--- src/rtl/alu_pkg.sv ---
// ----------------------------------------------------------------------------
// alu_pkg
//   Shared definitions for the ALU family (single-cycle and pipelined).
//   - op_t        : 3-bit opcode type, taken from instr[7:5]
//   - OP_ADD..OP_PASS : opcode encodings 3'h0..3'h7
//   - FLAG_C/Z/V  : bit positions of carry, zero and overflow in a packed
//                   flag vector (flags_t)
// ----------------------------------------------------------------------------
package alu_pkg;

    typedef logic [2:0] op_t;

    localparam op_t OP_ADD  = 3'h0;
    localparam op_t OP_NOT  = 3'h1;
    localparam op_t OP_SHL  = 3'h2;
    localparam op_t OP_SHR  = 3'h3;
    localparam op_t OP_EQ   = 3'h4;
    localparam op_t OP_GT   = 3'h5;
    localparam op_t OP_SUB  = 3'h6;
    localparam op_t OP_PASS = 3'h7;

    localparam int FLAG_C = 0;
    localparam int FLAG_Z = 1;
    localparam int FLAG_V = 2;

    typedef logic [2:0] flags_t;

endpackage

--- src/rtl/alu_core.sv ---
// ----------------------------------------------------------------------------
// alu_core
//   Purely combinational ALU datapath, shared by the single-cycle and the
//   pipelined ALU.
//   Parameter W : operand/result width (power of 2, >= 4)
//   Ports:
//     op     in  3  opcode (OP_ADD..OP_PASS)
//     a, b   in  W  operands; shift amount is b[$clog2(W)-1:0]
//     result out W  operation result
//     c      out 1  carry-out (ADD), borrow (SUB), last bit shifted out
//                   (SHL/SHR, 0 when the shift amount is 0), else 0
//     z      out 1  result == 0
//     v      out 1  signed overflow for ADD/SUB, else 0
// ----------------------------------------------------------------------------
module alu_core
    import alu_pkg::*;
#(
    parameter int W = 4
) (
    input  op_t          op,
    input  logic [W-1:0] a,
    input  logic [W-1:0] b,
    output logic [W-1:0] result,
    output logic         c,
    output logic         z,
    output logic         v
);

    localparam int SH_W = $clog2(W);

    logic [SH_W-1:0] sh;
    logic [W-1:0]    sum;
    logic [W-1:0]    diff;
    logic            carry;
    logic            borrow;
    logic [W-1:0]    shl_res;
    logic            shl_out;
    logic [W-1:0]    shr_res;
    logic            shr_out;

    assign sh = b[SH_W-1:0];

    // Extending by one bit gives carry/borrow directly in the top bit.
    assign {carry, sum}   = {1'b0, a} + {1'b0, b};
    assign {borrow, diff} = {1'b0, a} - {1'b0, b};

    // The extra guard bit catches the last bit shifted out: for SHL it ends
    // up at position W (= a[W-sh]), for SHR at position 0 (= a[sh-1]).
    // A zero shift leaves the guard bit at 0 automatically.
    assign {shl_out, shl_res} = {1'b0, a} << sh;
    assign {shr_res, shr_out} = {a, 1'b0} >> sh;

    always_comb begin
        result = a;
        c      = 1'b0;
        v      = 1'b0;
        case (op)
            OP_ADD: begin
                result = sum;
                c      = carry;
                v      = (a[W-1] == b[W-1]) && (sum[W-1] != a[W-1]);
            end
            OP_NOT:  result = ~a;
            OP_SHL: begin
                result = shl_res;
                c      = shl_out;
            end
            OP_SHR: begin
                result = shr_res;
                c      = shr_out;
            end
            OP_EQ:   result = {{(W-1){1'b0}}, (a == b)};
            OP_GT:   result = {{(W-1){1'b0}}, (a > b)};
            OP_SUB: begin
                result = diff;
                c      = borrow;
                v      = (a[W-1] != b[W-1]) && (diff[W-1] != a[W-1]);
            end
            default: result = a;
        endcase
    end

    assign z = (result == '0);

endmodule

--- src/rtl/alu_pipe.sv ---
// ----------------------------------------------------------------------------
// alu_pipe
//   Two-stage pipelined ALU with valid/ready handshakes on both sides.
//   Accepts one operation per cycle; result appears 2 cycles after the input
//   transfer when the sink keeps out_ready high.
//   Parameters: W (operand width), CNT_W (completed-operation counter width)
//   Ports:
//     clk, rst_n          clock, asynchronous active-low reset
//     in_valid/in_ready   input handshake; instr[7:5] opcode, A, B operands
//     out_valid/out_ready output handshake; result, flag_c/z/v
//     ops_done            number of output transfers, wraps modulo 2^CNT_W
//
//   Handshake: a transfer happens on a rising edge where valid & ready are
//   both high. A producer holding valid keeps its payload stable until the
//   transfer; ready never depends combinationally on the same side's valid.
// ----------------------------------------------------------------------------
module alu_pipe
    import alu_pkg::*;
#(
    parameter int W     = 4,
    parameter int CNT_W = 16
) (
    input  logic             clk,
    input  logic             rst_n,
    input  logic             in_valid,
    output logic             in_ready,
    input  logic [7:0]       instr,
    input  logic [W-1:0]     A,
    input  logic [W-1:0]     B,
    output logic             out_valid,
    input  logic             out_ready,
    output logic [W-1:0]     result,
    output logic             flag_c,
    output logic             flag_z,
    output logic             flag_v,
    output logic [CNT_W-1:0] ops_done
);

    // Stage 1: captured operation
    logic         s1_valid;
    op_t          s1_op;
    logic [W-1:0] s1_a;
    logic [W-1:0] s1_b;

    // Stage 2: computed result
    logic         s2_valid;
    logic [W-1:0] s2_result;
    flags_t       s2_flags;

    logic         s1_adv;
    logic         s2_adv;

    logic [W-1:0] core_result;
    logic         core_c;
    logic         core_z;
    logic         core_v;

    // Operand bits below the opcode carry no meaning for this block.
    logic         unused_instr_bits;
    assign unused_instr_bits = ^instr[4:0];

    // A stage may take new data when it is empty or its content leaves.
    assign s2_adv   = !s2_valid || out_ready;
    assign s1_adv   = !s1_valid || s2_adv;
    assign in_ready = s1_adv;

    alu_core #(.W(W)) u_core (
        .op     (s1_op),
        .a      (s1_a),
        .b      (s1_b),
        .result (core_result),
        .c      (core_c),
        .z      (core_z),
        .v      (core_v)
    );

    always_ff @(posedge clk or negedge rst_n) begin
        if (!rst_n) begin
            s1_valid <= 1'b0;
            s1_op    <= OP_ADD;
            s1_a     <= '0;
            s1_b     <= '0;
        end else if (s1_adv) begin
            s1_valid <= in_valid;
            // Data registers only load with a real operation, so idle
            // cycles never pull unknown inputs into the pipe.
            if (in_valid) begin
                s1_op <= instr[7:5];
                s1_a  <= A;
                s1_b  <= B;
            end
        end
    end

    always_ff @(posedge clk or negedge rst_n) begin
        if (!rst_n) begin
            s2_valid  <= 1'b0;
            s2_result <= '0;
            s2_flags  <= '0;
        end else if (s2_adv) begin
            s2_valid <= s1_valid;
            if (s1_valid) begin
                s2_result        <= core_result;
                s2_flags[FLAG_C] <= core_c;
                s2_flags[FLAG_Z] <= core_z;
                s2_flags[FLAG_V] <= core_v;
            end
        end
    end

    always_ff @(posedge clk or negedge rst_n) begin
        if (!rst_n) begin
            ops_done <= '0;
        end else if (s2_valid && out_ready) begin
            ops_done <= ops_done + 1'b1;
        end
    end

    assign out_valid = s2_valid;
    assign result    = s2_result;
    assign flag_c    = s2_flags[FLAG_C];
    assign flag_z    = s2_flags[FLAG_Z];
    assign flag_v    = s2_flags[FLAG_V];

endmodule

--- config.mk ---
export PLATFORM = sky130hd
export DESIGN_NAME = alu_pipe
export DESIGN_NICKNAME = d
export VERILOG_FILES = /design/src/rtl/alu_pkg.sv /design/src/rtl/alu_core.sv /design/src/rtl/alu_pipe.sv
export SDC_FILE = /design/constraint.sdc
export NUM_CORES = 1
export LEC_CHECK = 0
export CAP_MARGIN = 15
export CORE_MARGIN = 3
export CORE_UTILIZATION = 35
export DETAILED_ROUTE_END_ITERATION = 12
export SLEW_MARGIN = 15
export SYNTH_ARGS = -nofsm -noshare
export SYNTH_HDL_FRONTEND = slang
export SYNTH_SLANG_ARGS = --single-unit
--- constraint.sdc ---
create_clock -name clk -period 2.1 [get_ports clk]
set_input_delay 0.63 -clock clk [delete_from_list [all_inputs] [get_ports clk]]
set_output_delay 0.63 -clock clk [all_outputs]
set_load 0.005 [all_outputs]
==> results of run 1 <==
==> cells in the mapped netlist (2+ instances only) <==
master | number | share of area (%)
sky130_fd_sc_hd__ha_1 | 10 | 5.7
sky130_fd_sc_hd__xnor2_1 | 12 | 4.8
sky130_fd_sc_hd__nor2b_1 | 2 | 0.57
sky130_fd_sc_hd__o211ai_1 | 3 | 1.0
sky130_fd_sc_hd__a211oi_1 | 2 | 0.68
sky130_fd_sc_hd__buf_2 | 7 | 1.6
sky130_fd_sc_hd__nor2_1 | 19 | 3.2
sky130_fd_sc_hd__nor3_1 | 4 | 0.91
sky130_fd_sc_hd__nand2_1 | 16 | 2.7
sky130_fd_sc_hd__mux2i_1 | 7 | 3.2
sky130_fd_sc_hd__clkbuf_1 | 3 | 0.51
sky130_fd_sc_hd__a221oi_1 | 3 | 1.2
sky130_fd_sc_hd__and2_1 | 2 | 0.57
sky130_fd_sc_hd__nand4_1 | 4 | 1.1
sky130_fd_sc_hd__nand3_1 | 12 | 2.7
sky130_fd_sc_hd__inv_1 | 11 | 1.9
sky130_fd_sc_hd__o2111ai_1 | 2 | 0.80
sky130_fd_sc_hd__nand2b_1 | 4 | 1.1
sky130_fd_sc_hd__o31ai_1 | 3 | 1.0
sky130_fd_sc_hd__a21oi_1 | 10 | 2.3
sky130_fd_sc_hd__mux2_2 | 13 | 6.7
sky130_fd_sc_hd__and3_1 | 2 | 0.57
sky130_fd_sc_hd__o21ai_0 | 4 | 0.91
sky130_fd_sc_hd__fa_1 | 2 | 1.8
sky130_fd_sc_hd__a31oi_1 | 3 | 0.85
sky130_fd_sc_hd__dfrtp_1 | 36 | 41
sky130_fd_sc_hd__xor2_1 | 6 | 2.4
==> per-stage QoR <==
stage	worst slack [ns]	setup TNS (ns)	total power, W	instance area (um^2)
floorplan	0.139	0	0.00154	2200
global placement	-0.264	-1.34	0.00202	2830
global route	-0.0898	-0.168	0.00276	2970
CTS	0.0122	0	0.00258	2940
finish	0.0208	0	0.00258	2970
detailed placement	-0.277	-1.58	0.00203	2830
==> state kept, by name (all words and copies together), names as in the netlist <==
name	count
result	4
s2_flags	3
s1_a	4
s1_valid	1
out_valid	1
s1_op	3
ops_done	16
s1_b	4
==> worst max-delay path: cells and delay by family, from the launching register on <==
kind	cells	cell delay, ns
flops	1	0.42
compound gates	5	0.91
fa+ha+maj	2	0.64
==> per-layer routing <==
layer | track usage, % | part of all wire [%] | vias up
li1 | - | - | 910
met4 | 4.03 | 1.2 | 0
met3 | 2.91 | 3.9 | 5
met1 | 19.2 | 48 | 890
met2 | 22.2 | 47 | 43
met5 | 0 | 0 | -
==> worst max-delay path by stage <==
stage	from	to	slack, ns	cells past startpoint
floorplan	s1_a[0]	s2_flags[1]	0.14	9
detailed placement	out_ready	in_ready	-0.28	3
CTS	out_ready	in_ready	0.01	3
finish	s1_a[0]	s2_flags[0]	0.02	7
global route	s1_a[0]	s2_flags[0]	-0.09	9
global placement	out_ready	in_ready	-0.26	3
==> logic make-up (layout without fill, tap and decap cells) <==
kind of cell    after synthesis  in the layout  synth area share [%]
simple gates                 70             70                  15.6
compound gates               43             43                  14.4
mux                          20             20                  9.84
flops                        36             36                  41.0
xor+xnor                     18             18                  7.17
buf+inv                      22             85                  4.49
fa+ha+maj                    12             12                  7.51
==> what timing repair did <==
| item | CTS | global route |
|---|---|---|
| setup buffers | 1 | 0 |
| endpoints found under the setup margin | 2 | 10 |
| pin swaps | 0 | 1 |
| endpoints found under the hold margin | 0 | 0 |
| hold buffers | 0 | 0 |
| gates resized for setup | 3 | 9 |
==> final cells by class <==
type	count	area (um^2)
clock buffer	6	82.6
fill	582	3020
inverter	11	41.3
tap	75	93.8
multi-input combinational	163	1230
sequential	36	902
clock inverter	2	13.8
timing repair buffer	66	601
==> power by group through the flow <==
stage                     logic [W]  registers [W]  clock network [W]
after floorplan            0.000559       0.000979                  0
after global placement      0.00103       0.000992                  0
after detailed placement    0.00104       0.000994                  0
after CTS                   0.00104       0.000981           0.000555
after global routing        0.00117        0.00101           0.000577
final                       0.00107       0.000979           0.000529
==> results.txt, run 1 <==
The number of flops mapped to enable cells by yosys is 0. The final route contains 1848 vias. The initial cell density of the core came out at 36.7%. The sequential group share of total power is 38.0%. In this run the horizontal extent of the chip is 85.3 um. In this run the critical register-to-register path is captured at s2_flags[0].

The starting DRC count in detailed routing came out at 54. The number of sinks on the clock net came out at 36. The number of hold violations in the final report is 0. The data required time at the worst endpoint is 2.27 ns. Setup violations remaining at the end of the flow were counted as 0. TritonCTS built the clock tree. The final number of max-transition violations is 0. The y dimension of the die is 85.3 um.

On the worst path, the slowest cell contributes a delay of 0.42 ns. The flip-flop and latch count after synthesis is 36. The layout net count is 315.

The synthesis-to-layout area growth came out at 35.0%. The total placed cells including tap cells came out at 350. The signal on the critical path passes through ha_1 > fa_2 > a21oi_1 > o21bai_1 > a221o_1 > a21oi_2 > o21ai_0. The vias per cell is 5.15. For this run, design rule violations remaining after detail routing come to 0. The mean cell area of the mapped netlist came out at 9.95 um^2. The path with the worst hold slack has its endpoint at ops_done[15]. The cell with the largest stage delay on the worst path is sky130_fd_sc_hd__dfrtp_1. Max-cap violations in this run came to 0.

The design internal power came out at 0.00170 W. Cells fill 49.6% of the core in the end. The worst pin sits at a relative slew slack of 68.2%. In this run the power density over the cells is 868 nW/um^2.

The die area came out at 7270 um^2. The number of nets in the synthesized netlist is 253. Clock tree synthesis selected as its root buffer the cell sky130_fd_sc_hd__clkbuf_8. The static power due to leakage came out at 1.31 nW. The highest net fanout along the worst path came out at 4. The critical path class is reg -> reg. The final cell count without fillers is 359.

The number of cells on the worst hold path is 1. The buffer depth of the longest clock path came out at 2. Derived from the worst setup path, the maximum achievable clock frequency is 0.481 GHz. The minimum period implied by the final worst setup slack came out at 2.08 ns. The final routed wirelength across all metal layers came out at 4980 um.

The worst register-to-register path begins at s1_a[0]. Final hold analysis gives a worst-case slack of 0.468 ns. The TritonCTS buffer count came out at 5. Setup repair after global routing could not meet its margin everywhere. The pin count of the biggest net entering global routing is 37.

The count of buffers added on input and output ports is 39. In this run the power spent charging and discharging nets is 0.000878 W. After global routing the overflow that remains totals 0. The reg-to-reg setup timing slack is 0.02 ns. In this run, the combinational gates consume 41.4% of the power. Once detail routing completed, the nets flagged for antenna violations numbered 0. The worst-margin pin slew is 0.477 ns. The total half-perimeter wirelength after legalization and detailed placement came out at 3740 um.

The number of global-route vias before repair came to 1702. Synthesis produced 221 cells. The number of cell instances on the worst register-to-register path is 7.

The kind of launch point of the worst setup path is a flip-flop. For this run, the number of Yosys warnings is 0. The fraction of the cycle the final worst path needs came out at 99.0%. The path category of the worst min-delay check is reg -> reg. The number of iterations in the first detailed-routing pass is 4.

The number of placement rows came out at 28. The share of power burned in the clock network came out at 20.5%. The overall fraction of global-route tracks in use is 14.0%. The data arrival time of the critical path came out at 2.25 ns.

Leaving out fill and tap cells, the most frequent cell in the layout is sky130_fd_sc_hd__clkdlybuf4s50_1. The sequential share of the synthesized area is 41.0%. STA classifies the critical path endpoint as a flip-flop. The final worst clock skew came out at 0.00666 ns. The per-cell routed wire length is 13.9 um. The final antenna diode count is 0. The flow ran to the end, and the final reports show no timing, DRC or antenna violations.

The clock transition time at the flip-flop clock pins of the worst setup and hold paths is 0.08 ns. The fraction of layout instances using a drive strength above 1 is 21.8%. The congestion estimate from routability-driven global placement came to 0.933. The async set or reset register ratio after synthesis is 100%.

The number of antenna violations at the first check in global routing was 0. The region available for standard cell placement spans 5990 um^2. The later pin in the worst-skew pair is clocked with a latency of 0.29 ns. Counting distinct cell types in the post-synthesis netlist gives 46. The cell area after technology mapping came out at 2200 um^2. The maximum vdd drop is 0.000461 V. The top cell types in the final layout, fill and taps aside, are sky130_fd_sc_hd__clkdlybuf4s50_1 (38), sky130_fd_sc_hd__dfrtp_1 (35), sky130_fd_sc_hd__buf_4 (26). The switching share of power is 34.1%. The top-level I/O count is 45. The most used flip-flop cell after synthesis is sky130_fd_sc_hd__dfrtp_1. The number of levels in the clock H-tree came out at 2. The first-pass GRT wire length is 8220 um. The worst hold path begins at ops_done[15].
No activity file was read; power rests on OpenSTA's default activity.
==> run 2: changes to the inputs <==
--- a/config.mk
+++ b/config.mk
@@ -8,8 +8,9 @@
 export CAP_MARGIN = 15
 export CORE_MARGIN = 3
 export CORE_UTILIZATION = 35
+export CTS_BUF_LIST = sky130_fd_sc_hd__clkbuf_2
 export DETAILED_ROUTE_END_ITERATION = 12
-export SLEW_MARGIN = 15
+export SLEW_MARGIN = 5
 export SYNTH_ARGS = -nofsm -noshare
 export SYNTH_HDL_FRONTEND = slang
 export SYNTH_SLANG_ARGS = --single-unit
==> run 2 against run 1 <==
Clock power down 37%; final area up 0.84%; final cell count grew 1.1%; die area stayed put; critical endpoint unchanged; largest cell class unchanged; largest power group unchanged.
==> results.txt, run 2 (synthesized netlist as in run 1, its figures left out) <==
Run status: complete, no violations (unchanged). The vias per cell is 5.11 (was 5.15). The leading cell type in the layout, fill and taps excluded is sky130_fd_sc_hd__clkdlybuf4s50_1 (unchanged). The initial cell density of the core came out at 36.7% (unchanged). The post-cts hold buffer count is 0 (unchanged). The final number of max-transition violations came out at 0 (unchanged). The worst-margin pin slew is 0.472 ns (was 0.477 ns).

The number of antenna violations at the first check in global routing came out at 0 (unchanged). The final weighted congestion in routability-driven placement came out at 0.933 (unchanged). The synthesis-to-layout area growth was 36.1% (was 35.0%).

The final antenna diode count was 0 (unchanged). The pin count of the biggest net entering global routing came to 37 (unchanged). The master cell of the clock root buffer is sky130_fd_sc_hd__clkbuf_2 (was sky130_fd_sc_hd__clkbuf_8). The number of levels in the clock H-tree is 2 (unchanged). The clock transition time at the flip-flop clock pins of the worst setup and hold paths came to 0.21 ns (was 0.08 ns). The headroom to the max-slew limit came out at 68.6% (was 68.2%). Most frequent cells in the layout: sky130_fd_sc_hd__clkdlybuf4s50_1 (38), sky130_fd_sc_hd__dfrtp_1 (31), sky130_fd_sc_hd__buf_4 (30) (was sky130_fd_sc_hd__clkdlybuf4s50_1 (38), sky130_fd_sc_hd__dfrtp_1 (35), sky130_fd_sc_hd__buf_4 (26)). The fraction of layout instances using a drive strength above 1 came out at 28.1% (was 21.8%). The cell with the largest stage delay on the worst path is sky130_fd_sc_hd__dfrtp_1 (unchanged). The critical path's top delay family was compound AO/OA/AOI/OAI gates (unchanged). The y dimension of the die came to 85.3 um (unchanged). The highest attainable clock frequency was 0.481 GHz (about the same). The layout net count came out at 319 (was 315). The final instance area came out at 2990 um^2 (was 2970 um^2). The number of iterations in the first detailed-routing pass was 4 (unchanged).

The insertion delay to the later sink of the worst-skew pair is 0.39 ns (was 0.29 ns). The core box area is 5990 um^2 (unchanged). The highest net fanout along the worst path is 4 (unchanged). The instance area after placement is 2830 um^2 (unchanged). The number of buffer and inverter stages on the critical path is 0 (unchanged). The starting DRC count in detailed routing came out at 89 (was 54). The detailed-route via count was 1856 (was 1848). The minimum period implied by the final worst setup slack was 2.08 ns (about the same). The number of flip-flops under the largest register name came out at 16 (unchanged). The power density over cell area came to 817 nW/um^2 (was 868 nW/um^2).

The final worst clock skew is 0.0163 ns (was 0.00666 ns). The largest register by flop count is ops_done (unchanged). The number of global-route vias before repair came out at 1724 (was 1702). The per-cell routed wire length came out at 14.1 um (was 13.9 um). The reg-to-reg setup timing slack came out at 0.02 ns (about the same). The data arrival time of the critical path came out at 2.37 ns (was 2.25 ns). The CTS tree is done (unchanged).

The data required time at the worst endpoint is 2.39 ns (was 2.27 ns). The horizontal extent of the die is 85.3 um (unchanged). The total half-perimeter wirelength after legalization and detailed placement came out at 3740 um (unchanged). Unrepaired setup endpoints after global routing: true (unchanged).

The static power due to leakage is 1.31 nW (about the same). The critical path class was reg -> reg (unchanged). The buffer depth of the longest clock path is 2 (unchanged). The longest individual stage delay on the worst path came out at 0.46 ns (was 0.42 ns). The remaining antenna violation count after routing is 0 (unchanged). The total of endpoints with negative setup slack in the final report came out at 0 (unchanged).

The kind of launch point of the worst setup path was a flip-flop (unchanged). The first-pass GRT wire length is 8370 um (was 8220 um). The number of sinks on the clock net came out at 36 (unchanged).

The fraction of the cycle the final worst path needs was 99.0% (about the same). The final routed wirelength across all metal layers came to 5120 um (was 4980 um). Chain of cells forming the critical path: ha_2 > fa_2 > a21oi_1 > o21bai_1 > a221o_1 > a21oi_2 > o21ai_0 (was ha_1 > fa_2 > a21oi_1 > o21bai_1 > a221o_1 > a21oi_2 > o21ai_0). The top-level I/O count came out at 45 (unchanged).

The path category of the worst min-delay check is reg -> reg (unchanged). The critical path capture point type is a flip-flop (unchanged). The maximum vdd drop is 0.000403 V (was 0.000461 V). The overall fraction of global-route tracks in use was 14.3% (was 14.0%).

The number of maximum-capacitance constraint violations is 0 (unchanged). The total overflow reported by the global router came to 0 (unchanged). The number of hold violations in the final report was 0 (unchanged). The TritonCTS buffer count is 5 (unchanged).

The number of buffers added on ports is 39 (unchanged). The number of remaining DRC errors is 0 (unchanged). The die area was 7270 um^2 (unchanged). The overall power came out at 0.00245 W (was 0.00258 W). The number of placement rows came out at 28 (unchanged).
## run 2: cell types whose count changed in the layout (fill, tap and decap cells not counted), sizes merged
cell and delta:
clkbuf -1, buf +4, clkinv +1
## run 2: worst paths after layout
kind | start | end | cells past startpoint
setup / recovery | s1_a[0] | s2_flags[0] | 7
hold / removal | ops_done[15] | ops_done[15] | 1
setup reg to reg | s1_a[0] | s2_flags[0] | 7
hold reg to reg | ops_done[15] | ops_done[15] | 1
max in group asynchronous | rst_n | ops_done[2] | 2
min in group asynchronous | rst_n | s1_op[1] | 2
## run 2: per-layer routing
| layer | wire length, um | global-route usage (%) |
|---|---|---|
| met5 | 0 | 0 |
| met4 | 46 | 4.03 |
| met3 | 227 | 2.62 |
| met2 | 2450 | 23.0 |
| met1 | 2400 | 19.6 |
## run 2: metrics by stage
step | hold slack (ns) | setup slack [ns] | TNS, ns | utilization [%] | instances
global placement | 0.461 | -0.264 | -1.34 | 47.3 | 350
floorplan | 0.334 | 0.139 | 0 | - | 221
finish | 0.481 | 0.0214 | 0 | 50.0 | 363
detailed placement | 0.464 | -0.277 | -1.58 | 47.3 | 350
CTS | 0.490 | 0.0122 | 0 | 48.5 | 359
global route | 0.522 | -0.0685 | -0.261 | 50.0 | 363
## run 2: cell type report
cell class / count / area [um^2]
clock buffers: 5 / 25.0
clock inverters: 3 / 17.5
fillers: 577 / 3000
inverters: 11 / 41.3
multi-input cells: 163 / 1280
flip-flops and latches: 36 / 907
well taps: 75 / 93.8
repair buffers: 70 / 631
## run 2: timing repair
item	4_1_cts	5_1_grt
resized for setup	7	21
setup endpoints to repair	4	10
pin swaps	0	7
buffers inserted	1	4
## run 2: where the power goes
group          leakage [nW]  switching (W)  internal [W]
Sequential            0.435       0.000152      0.000834
Combinational         0.842       0.000496      0.000632
Clock                0.0308       0.000252     0.0000812
Total                  1.31       0.000900       0.00155
